**src/rtl/uim_fuse_loader_pkg.sv**
```systemverilog
// uim_pkg: shared constants and loader state encoding for uim_fuse_loader.
// The CHECK state exists only when UIM_FUSE_CHECK_EN is defined.
package uim_pkg;

  localparam int UIM_MUX_W = 5;
  localparam logic [UIM_MUX_W-1:0] UIM_ERASED = 5'b11111;

  typedef enum logic [2:0] {
    IDLE   = 3'd0,
    LOAD   = 3'd1,
`ifdef UIM_FUSE_CHECK_EN
    CHECK  = 3'd2,
`endif
    COMMIT = 3'd3,
    DONE   = 3'd4
  } uim_ld_state_t;

endpackage

```
**src/rtl/uim_fuse_loader_shadow.sv**
```systemverilog
// uim_shadow_shift: shadow register for the incoming fuse frame.
// Shifts right with the new bit entering the MSB; preset wins over shift.
module uim_shadow_shift #(
  parameter int W = 10
) (
  input  logic         clk,
  input  logic         rst_n,
  input  logic         preset,
  input  logic         shift_en,
  input  logic         bit_in,
  output logic [W-1:0] data_o
);

  logic [W-1:0] data_q;
  logic [W-1:0] data_d;

  always_comb begin
    data_d = data_q;
    if (preset) begin
      data_d = '1;
    end else if (shift_en) begin
      data_d = {bit_in, data_q[W-1:1]};
    end
  end

  always_ff @(posedge clk) begin
    if (!rst_n) begin
      data_q <= '1;
    end else begin
      data_q <= data_d;
    end
  end

  assign data_o = data_q;

endmodule

```
**src/rtl/uim_fuse_loader.sv**
```systemverilog
// uim_fuse_loader: serial fuse loader that commits a full frame of UIM selects atomically.
// Define UIM_FUSE_CHECK_EN to require a trailing even-parity bit checked before commit.
module uim_fuse_loader
  import uim_pkg::*;
#(
  parameter int NUM_UIM = 40,
  parameter int MUX_W   = UIM_MUX_W
) (
  input  logic                     clk,
  input  logic                     rst_n,
  input  logic                     cfg_start,
  input  logic                     cfg_valid,
  input  logic                     cfg_bit,
  output logic                     cfg_ready,
  output logic                     cfg_busy,
  output logic                     cfg_done,
  output logic                     cfg_err,
  output logic [NUM_UIM*MUX_W-1:0] uim_mux_flat
);

  localparam int DATA_W = NUM_UIM * MUX_W;
  localparam int CNT_W  = $clog2(DATA_W + 2);
`ifdef UIM_FUSE_CHECK_EN
  localparam int FRAME_W = DATA_W + 1;
  localparam uim_ld_state_t AFTER_LOAD = CHECK;
`else
  localparam int FRAME_W = DATA_W;
  localparam uim_ld_state_t AFTER_LOAD = COMMIT;
`endif
  localparam logic [CNT_W-1:0]  CNT_DATA   = CNT_W'(DATA_W);
  localparam logic [CNT_W-1:0]  CNT_LAST   = CNT_W'(FRAME_W - 1);
  localparam logic [CNT_W-1:0]  CNT_ONE    = CNT_W'(1);
  localparam logic [DATA_W-1:0] ERASED_BUS = {NUM_UIM{UIM_ERASED}};

  uim_ld_state_t     state_q, state_d;
  logic [CNT_W-1:0]  cnt_q, cnt_d;
  logic [DATA_W-1:0] mux_q, mux_d;
  logic              ready_q, ready_d;
  logic              busy_q, busy_d;
  logic              done_q, done_d;
  logic              sh_preset;
  logic              sh_shift;
  logic              accept;
  logic [DATA_W-1:0] shadow;
`ifdef UIM_FUSE_CHECK_EN
  logic              par_q, par_d;
  logic              err_q, err_d;
`endif

  uim_shadow_shift #(
    .W (DATA_W)
  ) u_shadow (
    .clk      (clk),
    .rst_n    (rst_n),
    .preset   (sh_preset),
    .shift_en (sh_shift),
    .bit_in   (cfg_bit),
    .data_o   (shadow)
  );

  // The trailing parity bit (when present) is counted but never enters the shadow.
  assign sh_shift = accept && (cnt_q < CNT_DATA);

  always_comb begin
    state_d   = state_q;
    cnt_d     = cnt_q;
    mux_d     = mux_q;
    sh_preset = 1'b0;
    accept    = 1'b0;
`ifdef UIM_FUSE_CHECK_EN
    par_d     = par_q;
    err_d     = err_q;
`endif
    unique case (state_q)
      IDLE: begin
        sh_preset = 1'b1;
        cnt_d     = '0;
`ifdef UIM_FUSE_CHECK_EN
        par_d     = 1'b0;
        if (cfg_start) begin
          err_d = 1'b0;
        end
`endif
        if (cfg_start) begin
          state_d = LOAD;
        end
      end
      LOAD: begin
        if (cfg_start) begin
          sh_preset = 1'b1;
          cnt_d     = '0;
`ifdef UIM_FUSE_CHECK_EN
          par_d     = 1'b0;
`endif
        end else if (cfg_valid && ready_q) begin
          accept = 1'b1;
          cnt_d  = cnt_q + CNT_ONE;
`ifdef UIM_FUSE_CHECK_EN
          par_d  = par_q ^ cfg_bit;
`endif
          if (cnt_q == CNT_LAST) begin
            state_d = AFTER_LOAD;
          end
        end
      end
`ifdef UIM_FUSE_CHECK_EN
      // XOR over data plus parity bit is zero for a good even-parity frame.
      CHECK: begin
        if (par_q) begin
          err_d   = 1'b1;
          state_d = IDLE;
        end else begin
          state_d = COMMIT;
        end
      end
`endif
      COMMIT: begin
        mux_d   = shadow;
        state_d = DONE;
      end
      DONE: begin
        state_d = IDLE;
      end
      default: begin
        state_d = IDLE;
      end
    endcase
  end

  assign ready_d = (state_d == LOAD);
  assign busy_d  = (state_d != IDLE);
  assign done_d  = (state_d == DONE);

  always_ff @(posedge clk) begin
    if (!rst_n) begin
      state_q <= IDLE;
      cnt_q   <= '0;
      mux_q   <= ERASED_BUS;
      ready_q <= 1'b0;
      busy_q  <= 1'b0;
      done_q  <= 1'b0;
`ifdef UIM_FUSE_CHECK_EN
      par_q   <= 1'b0;
      err_q   <= 1'b0;
`endif
    end else begin
      state_q <= state_d;
      cnt_q   <= cnt_d;
      mux_q   <= mux_d;
      ready_q <= ready_d;
      busy_q  <= busy_d;
      done_q  <= done_d;
`ifdef UIM_FUSE_CHECK_EN
      par_q   <= par_d;
      err_q   <= err_d;
`endif
    end
  end

  assign cfg_ready    = ready_q;
  assign cfg_busy     = busy_q;
  assign cfg_done     = done_q;
  assign uim_mux_flat = mux_q;
`ifdef UIM_FUSE_CHECK_EN
  assign cfg_err      = err_q;
`else
  assign cfg_err      = 1'b0;
`endif

endmodule
```
**config.mk**
```make
export PLATFORM = sky130hd
export DESIGN_NAME = uim_fuse_loader
export DESIGN_NICKNAME = d
export VERILOG_FILES = /design/src/rtl/uim_fuse_loader_pkg.sv /design/src/rtl/uim_fuse_loader_shadow.sv /design/src/rtl/uim_fuse_loader.sv
export SDC_FILE = /design/constraint.sdc
export NUM_CORES = 1
export LEC_CHECK = 0
export ABC_AREA = 0
export BUFFER_PORTS_ARGS = -buffer_cell sky130_fd_sc_hd__clkbuf_2
export CAP_MARGIN = 10
export CORE_ASPECT_RATIO = 1.75
export CORE_MARGIN = 4
export CORE_UTILIZATION = 56
export CTS_CLUSTER_SIZE = 10
export DETAILED_ROUTE_END_ITERATION = 6
export PLACE_DENSITY = 0.77
export SYNTH_ARGS = -nofsm -noshare
export SYNTH_HDL_FRONTEND = slang
export SYNTH_HIERARCHICAL = 1
export SYNTH_SLANG_ARGS = --single-unit
```
**constraint.sdc**
```tcl
create_clock -name clk -period 2.55 [get_ports clk]
set_input_delay 0.1275 -clock clk [delete_from_list [all_inputs] [get_ports clk]]
set_output_delay 0.1275 -clock clk [all_outputs]
set_load 0.005 [all_outputs]
```
### After elaboration in Yosys (flattened, before gate mapping)

Cells that the tools add are included.
W data, S select, Z words.

| operators by class | value |
|---|---|
| add/sub/neg operators | 1 |
| $lt $le $gt $ge | 1 |
| equal/unequal tests | 6 |
| mux-type cells | 13 |
| bitwise gates (word level) | 1 |
| reductions and logical operators | 7 |

Operator list:

| kind | number |
|---|---|
| $mux W8 | 2 |
| $pmux W8 S2 | 1 |
| $mux W3 | 4 |
| $pmux W3 S3 | 1 |
| $add A8 B1 Y8 const B | 1 |
| $eq A8 B8 Y1 const B | 1 |
| $lt A8 B8 Y1 const B | 1 |
| $eq A3 B1 Y1 const B | 2 |
| $mux W1 | 4 |
| $eq A3 B2 Y1 const B | 1 |
| $eq A3 B3 Y1 const B | 1 |
| $logic_not A3 Y1 | 1 |
| $ne A3 B3 Y1 const B | 1 |
| $reduce_bool A3 Y1 | 1 |
| $logic_and A1 B1 Y1 | 2 |
| $pmux W1 S2 | 1 |
| $reduce_and A2 Y1 | 1 |
| $reduce_bool A2 Y1 | 1 |
| $reduce_or A2 Y1 | 1 |
| $not A1 Y1 | 1 |

| word-level totals | value |
|---|---|
| register bits after elaboration | 414 |
| bits of input ports | 5 |
| output and inout bits | 204 |

### Depth between registers and ports, before layout

| depth | value |
|---|---|
| depth in word-level cells | 6 |
| depth in mapped cells | 8 |

### Cells and area by module

Netlist, hierarchy kept.

Modules (own cells, without submodules):

| module | times used | cells each | area each (µm²) | sequential area each (µm²) |
|---|---|---|---|---|
| uim_fuse_loader | 1 | 940 | 7395.8 | 4284.1 |
| uim_shadow_shift | 1 | 645 | 7213.2 | 4003.8 |

### Least setup slack after synthesis

Ideal clock, no wire load.

| path | value |
|---|---|
| kind | reg2reg |
| from | register state_q[2] |
| to | register u_shadow.data_q[199] (netlist: u_shadow/data_o[199]) |
| arrival time | 1.811 ns |
| data required time | 2.431 ns |
| slack | 0.620 ns |
| cell stages (with the launch flop) | 9 |
| buffers on the path | 3 |
| clock period less this slack | 1.930 ns |
| cell sequence | dfxtp_1 -> or2_1 -> buf_6 -> nor3_1 -> and2_1 -> buf_12 -> buf_8 -> mux2i_1 -> nand2_1 |

| between the ends | value |
|---|---|
| word-level cells in the longest chain between the ends | 3 |
| elaborated cells on any way between the ends | 6 |
| classes of those cells | eq/ne (1); mux (2); reduce/logical (3) |

Ends and longest elaborated chain:

| item | line | source |
|---|---|---|
| from (decl) | uim_fuse_loader.sv:35 | `uim_ld_state_t state_q, state_d;` |
| from (signal assigned) | uim_fuse_loader.sv:147 | `state_q <= state_d;` |
| $eq A3 B1 Y1 | uim_fuse_loader.sv:74 | `unique case (state_q)` |
| $mux W1 | uim_fuse_loader.sv:74 |  |
| $logic_and A1 B1 Y1 | uim_fuse_loader.sv:62 | `assign sh_shift = accept && (cnt_q < CNT_DATA);` |
| named net sh_shift | uim_fuse_loader.sv:42 | `logic sh_shift;` |
| to (signal assigned) | uim_fuse_loader_shadow.sv:30 | `data_q <= data_d;` |
| to (decl) | uim_fuse_loader_shadow.sv:14 | `logic [W-1:0] data_q;` |

The timed path passes the listed nets, and every way through them passes these cells.
A chain may end at the register's enable or synchronous reset.

### Final worst setup path

| path | value |
|---|---|
| from | register state_q[2] |
| to | register u_shadow.data_q[78] (netlist: u_shadow/data_o[78]) |

The elaborated chain is that of the path after synthesis.

==> flow_summary.ini <==
[layout]
diodes = 0
drive_gt1_share_pct = 16.5
nets = 1764
final_cell_count_no_fill = 2081
design_area_um2 = 17000
syn_to_final_growth_pct = 16.2
utilization_pct = 65.6

[route]
dr_wl_met2_um = 15000
met1_length_um = 12600
wirelength_um = 30000
vias = 11000
antenna_left = 0
vias_per_cell = 5.26
first_pass_iters = 4
drc_errors = 0
wl_met3_um = 1540
top_layer_used = met4
wire_per_inst_um = 14.4
drt_iter0_drc = 567

[worst_setup_path]
path_max_fanout = 58
crit_chain = or2_1, nor3_1, and2_4, buf_12, mux2i_1, nand2_1
path_delay_family = simple AND/OR/NAND/NOR gates
required_ns = 2.97
path_class = flop to flop
worstRegToRegCells = 6
startpoint_type = flop
critPathMaxStageDelay_ns = 0.37
cp_num_buf_inv = 1
cp.arrival_ns = 2.62
r2r_slack_ns = 0.35
r2r_start = state_q[2]
reg2reg_to = u_shadow/data_o[78]
slowest_stage = and2_4
cp-end-kind = flop

[synth]
synth_seq_cells = 414
synth_area_um2 = 14600
synth_mux_area_share_pct = 13.8
synth-compound-area-share_pct = 0.659
synth.top_cell.area_share_pct = 56.7
synth_top_family_by_area = simple AND/OR/NAND/NOR gates
async_reset_ff_share_pct = 0
ys.flop_type = dfxtp_1
synth_edf_count = 0
synth_fa_ha_area_share_pct = 0.0856
syn_area_per_cell_um2 = 9.22
ys_types = 36
synth-seq-area-share_pct = 56.7
synth_largest_area_cell = dfxtp_1
synthSimpleGateAreaFrac_pct = 23.5
synth-xor-area-share_pct = 0.240
ys_top_cells_by_area = dfxtp_1, nand2_1, mux2i_1, nand3_1, buf_8
yosysWarningCount = 6
synth_cells = 1585
syn_nets = 1591

[die]
dieArea_um2 = 28800
die_h_um = 222
core_area_um2 = 25900
row_count = 78
fp.dieW_um = 130
pin_count = 209
initial_core_util_pct = 56.5

[timing]
fin_worst_skew_ns = 0.0134
hold_violations = 0
setup_viol = 0
fin_hold_ws_ns = 0.119
rsz0062_at_grt = no
fin_crit_sh_pct = 86.4
worst_pin_slew_ns = 0.712
tns_ns = 0
setup_ws_ns = 0.346
slew_headroom_pct = 52.5
min_period_ns = 2.20
drv_slew = 0
fmax_ghz = 0.454

[placement]
hpwl_um = 18900
dp_cells = 2026
portBuffers = 207
post-place-ws_ns = 0.352
placed_area_um2 = 15700
finalWeightedCongestion = 0.770

[grt]
grt_pass1_wl_um = 50600
overflow = 0
grt_usage_pct = 20.7
grt_pass1_vias = 10700
grt_max_degree = 113
antenna_found_initial = 0

[power]
power_mw = 12.2
p_per_area_nw_per_um2 = 721
power.leakage_nw = 7.22
vdd_drop_max_mv = 0.504

[clock_tree]
cts_buffers = 47
cts.htree.levels = 2
clk_pin_slew_ns = 0.06
cts_sinks = 414
cts_setup_buffers = 0
cts_buffer_depth = 3
clkLatencyLatePin_ns = 0.54
cts_tree = done
root_buffer = clkbuf_16

[hold_path]
min_to = cnt_q[4]
hold_start = cfg_valid
hold_path_depth = 5
hp-class = input port to flop

[flow_run]
max-cap-violations = 0

[outcome]
status = finished clean
==> placed cells by master, fill, tap and decap left out, types with 3 or more instances in the layout <==
| cell | instances |
|---|---|
| and2_1 | 3 |
| inv_6 | 3 |
| a21oi_1 | 3 |
| nand2_1 | 604 |
| buf_4 | 14 |
| mux2i_1 | 201 |
| clkbuf_16 | 47 |
| nor2b_1 | 3 |
| nand3_1 | 203 |
| dfxtp_1 | 414 |
| clkbuf_2 | 206 |
| buf_12 | 14 |
| dlygate4sd3_1 | 3 |
| o21ai_0 | 5 |
| nor2_1 | 7 |
==> flip-flops by register name, indices dropped and copies added, names as in the netlist <==
signal           cells
cfg_busy             1
uim_mux_flat       200
cfg_ready            1
cnt_q                8
state_q              3
u_shadow/data_o    200
cfg_done             1
==> Yosys cell counts (2+ instances only) <==
library cell  count
a21oi_1           3
and2_1            4
buf_12            2
buf_2            23
buf_8            20
clkbuf_1         67
dfxtp_1         414
mux2i_1         201
nand2_1         604
nand3_1         203
nand4_1           2
nor2_1            8
nor2b_1           4
o21ai_0           5
or3_1             2
xnor2_1           2
xor2_1            2
==> report_power, final <==
part | total, mW | switching, mW | internal [mW]
registers | 6.48 | 0.00232 | 6.48
clock network | 5.58 | 2.33 | 3.25
logic | 0.179 | 0.123 | 0.0556
==> per-layer routing <==
| metal | track usage (%) | up-vias |
|---|---|---|
| met4 | 7.99 | 0 |
| li1 | - | 5499 |
| met2 | 35.9 | 258 |
| met5 | 0 | - |
| met3 | 3.91 | 60 |
| met1 | 24.9 | 5139 |
==> how the worst max path moves through the flow <==
stage	from	to	slack, ns	cells after the start
2_1_floorplan	state_q[2]	u_shadow/data_o[199]	0.62	8
3_3_place_gp	state_q[2]	u_shadow/data_o[82]	0.44	6
3_5_place_dp	state_q[2]	u_shadow/data_o[78]	0.35	6
4_1_cts	state_q[2]	u_shadow/data_o[46]	0.33	6
5_1_grt	state_q[2]	u_shadow/data_o[48]	0.19	6
6_report	state_q[2]	u_shadow/data_o[78]	0.35	6
==> what timing repair did <==
| action | CTS | global route |
|---|---|---|
| hold endpoints to repair | 41 | 0 |
| hold buffers | 3 | 0 |
| endpoints found under the setup margin | 0 | 0 |
| resized for setup | 0 | 0 |
==> logic make-up after synthesis <==
kind of cell | after synthesis
AND/OR/NAND/NOR | 834
flip-flops | 414
multiplexers | 201
buffers and inverters | 115
AO/OA/AOI/OAI | 15
XOR/XNOR | 4
adder cells (fa/ha/maj) | 1
other | 1
==> worst reg2reg max path, delay by kind of cell, from the launching register on <==
kind          cells  cell delay, ns
simple gates      4            1.04
buf+inv           1            0.37
flops             1            0.36
mux               1            0.32
==> final cells by class <==
cell class | instances | area (um2)
clock inverters | 4 | 33.8
well taps | 320 | 400
inverters | 1 | 3.75
repair buffers | 238 | 1460
multi-input cells | 1056 | 5610
flip-flops and latches | 414 | 8290
fillers | 2097 | 8890
clock buffers | 48 | 1180
Note: power is estimated with default switching activity, not from simulation.
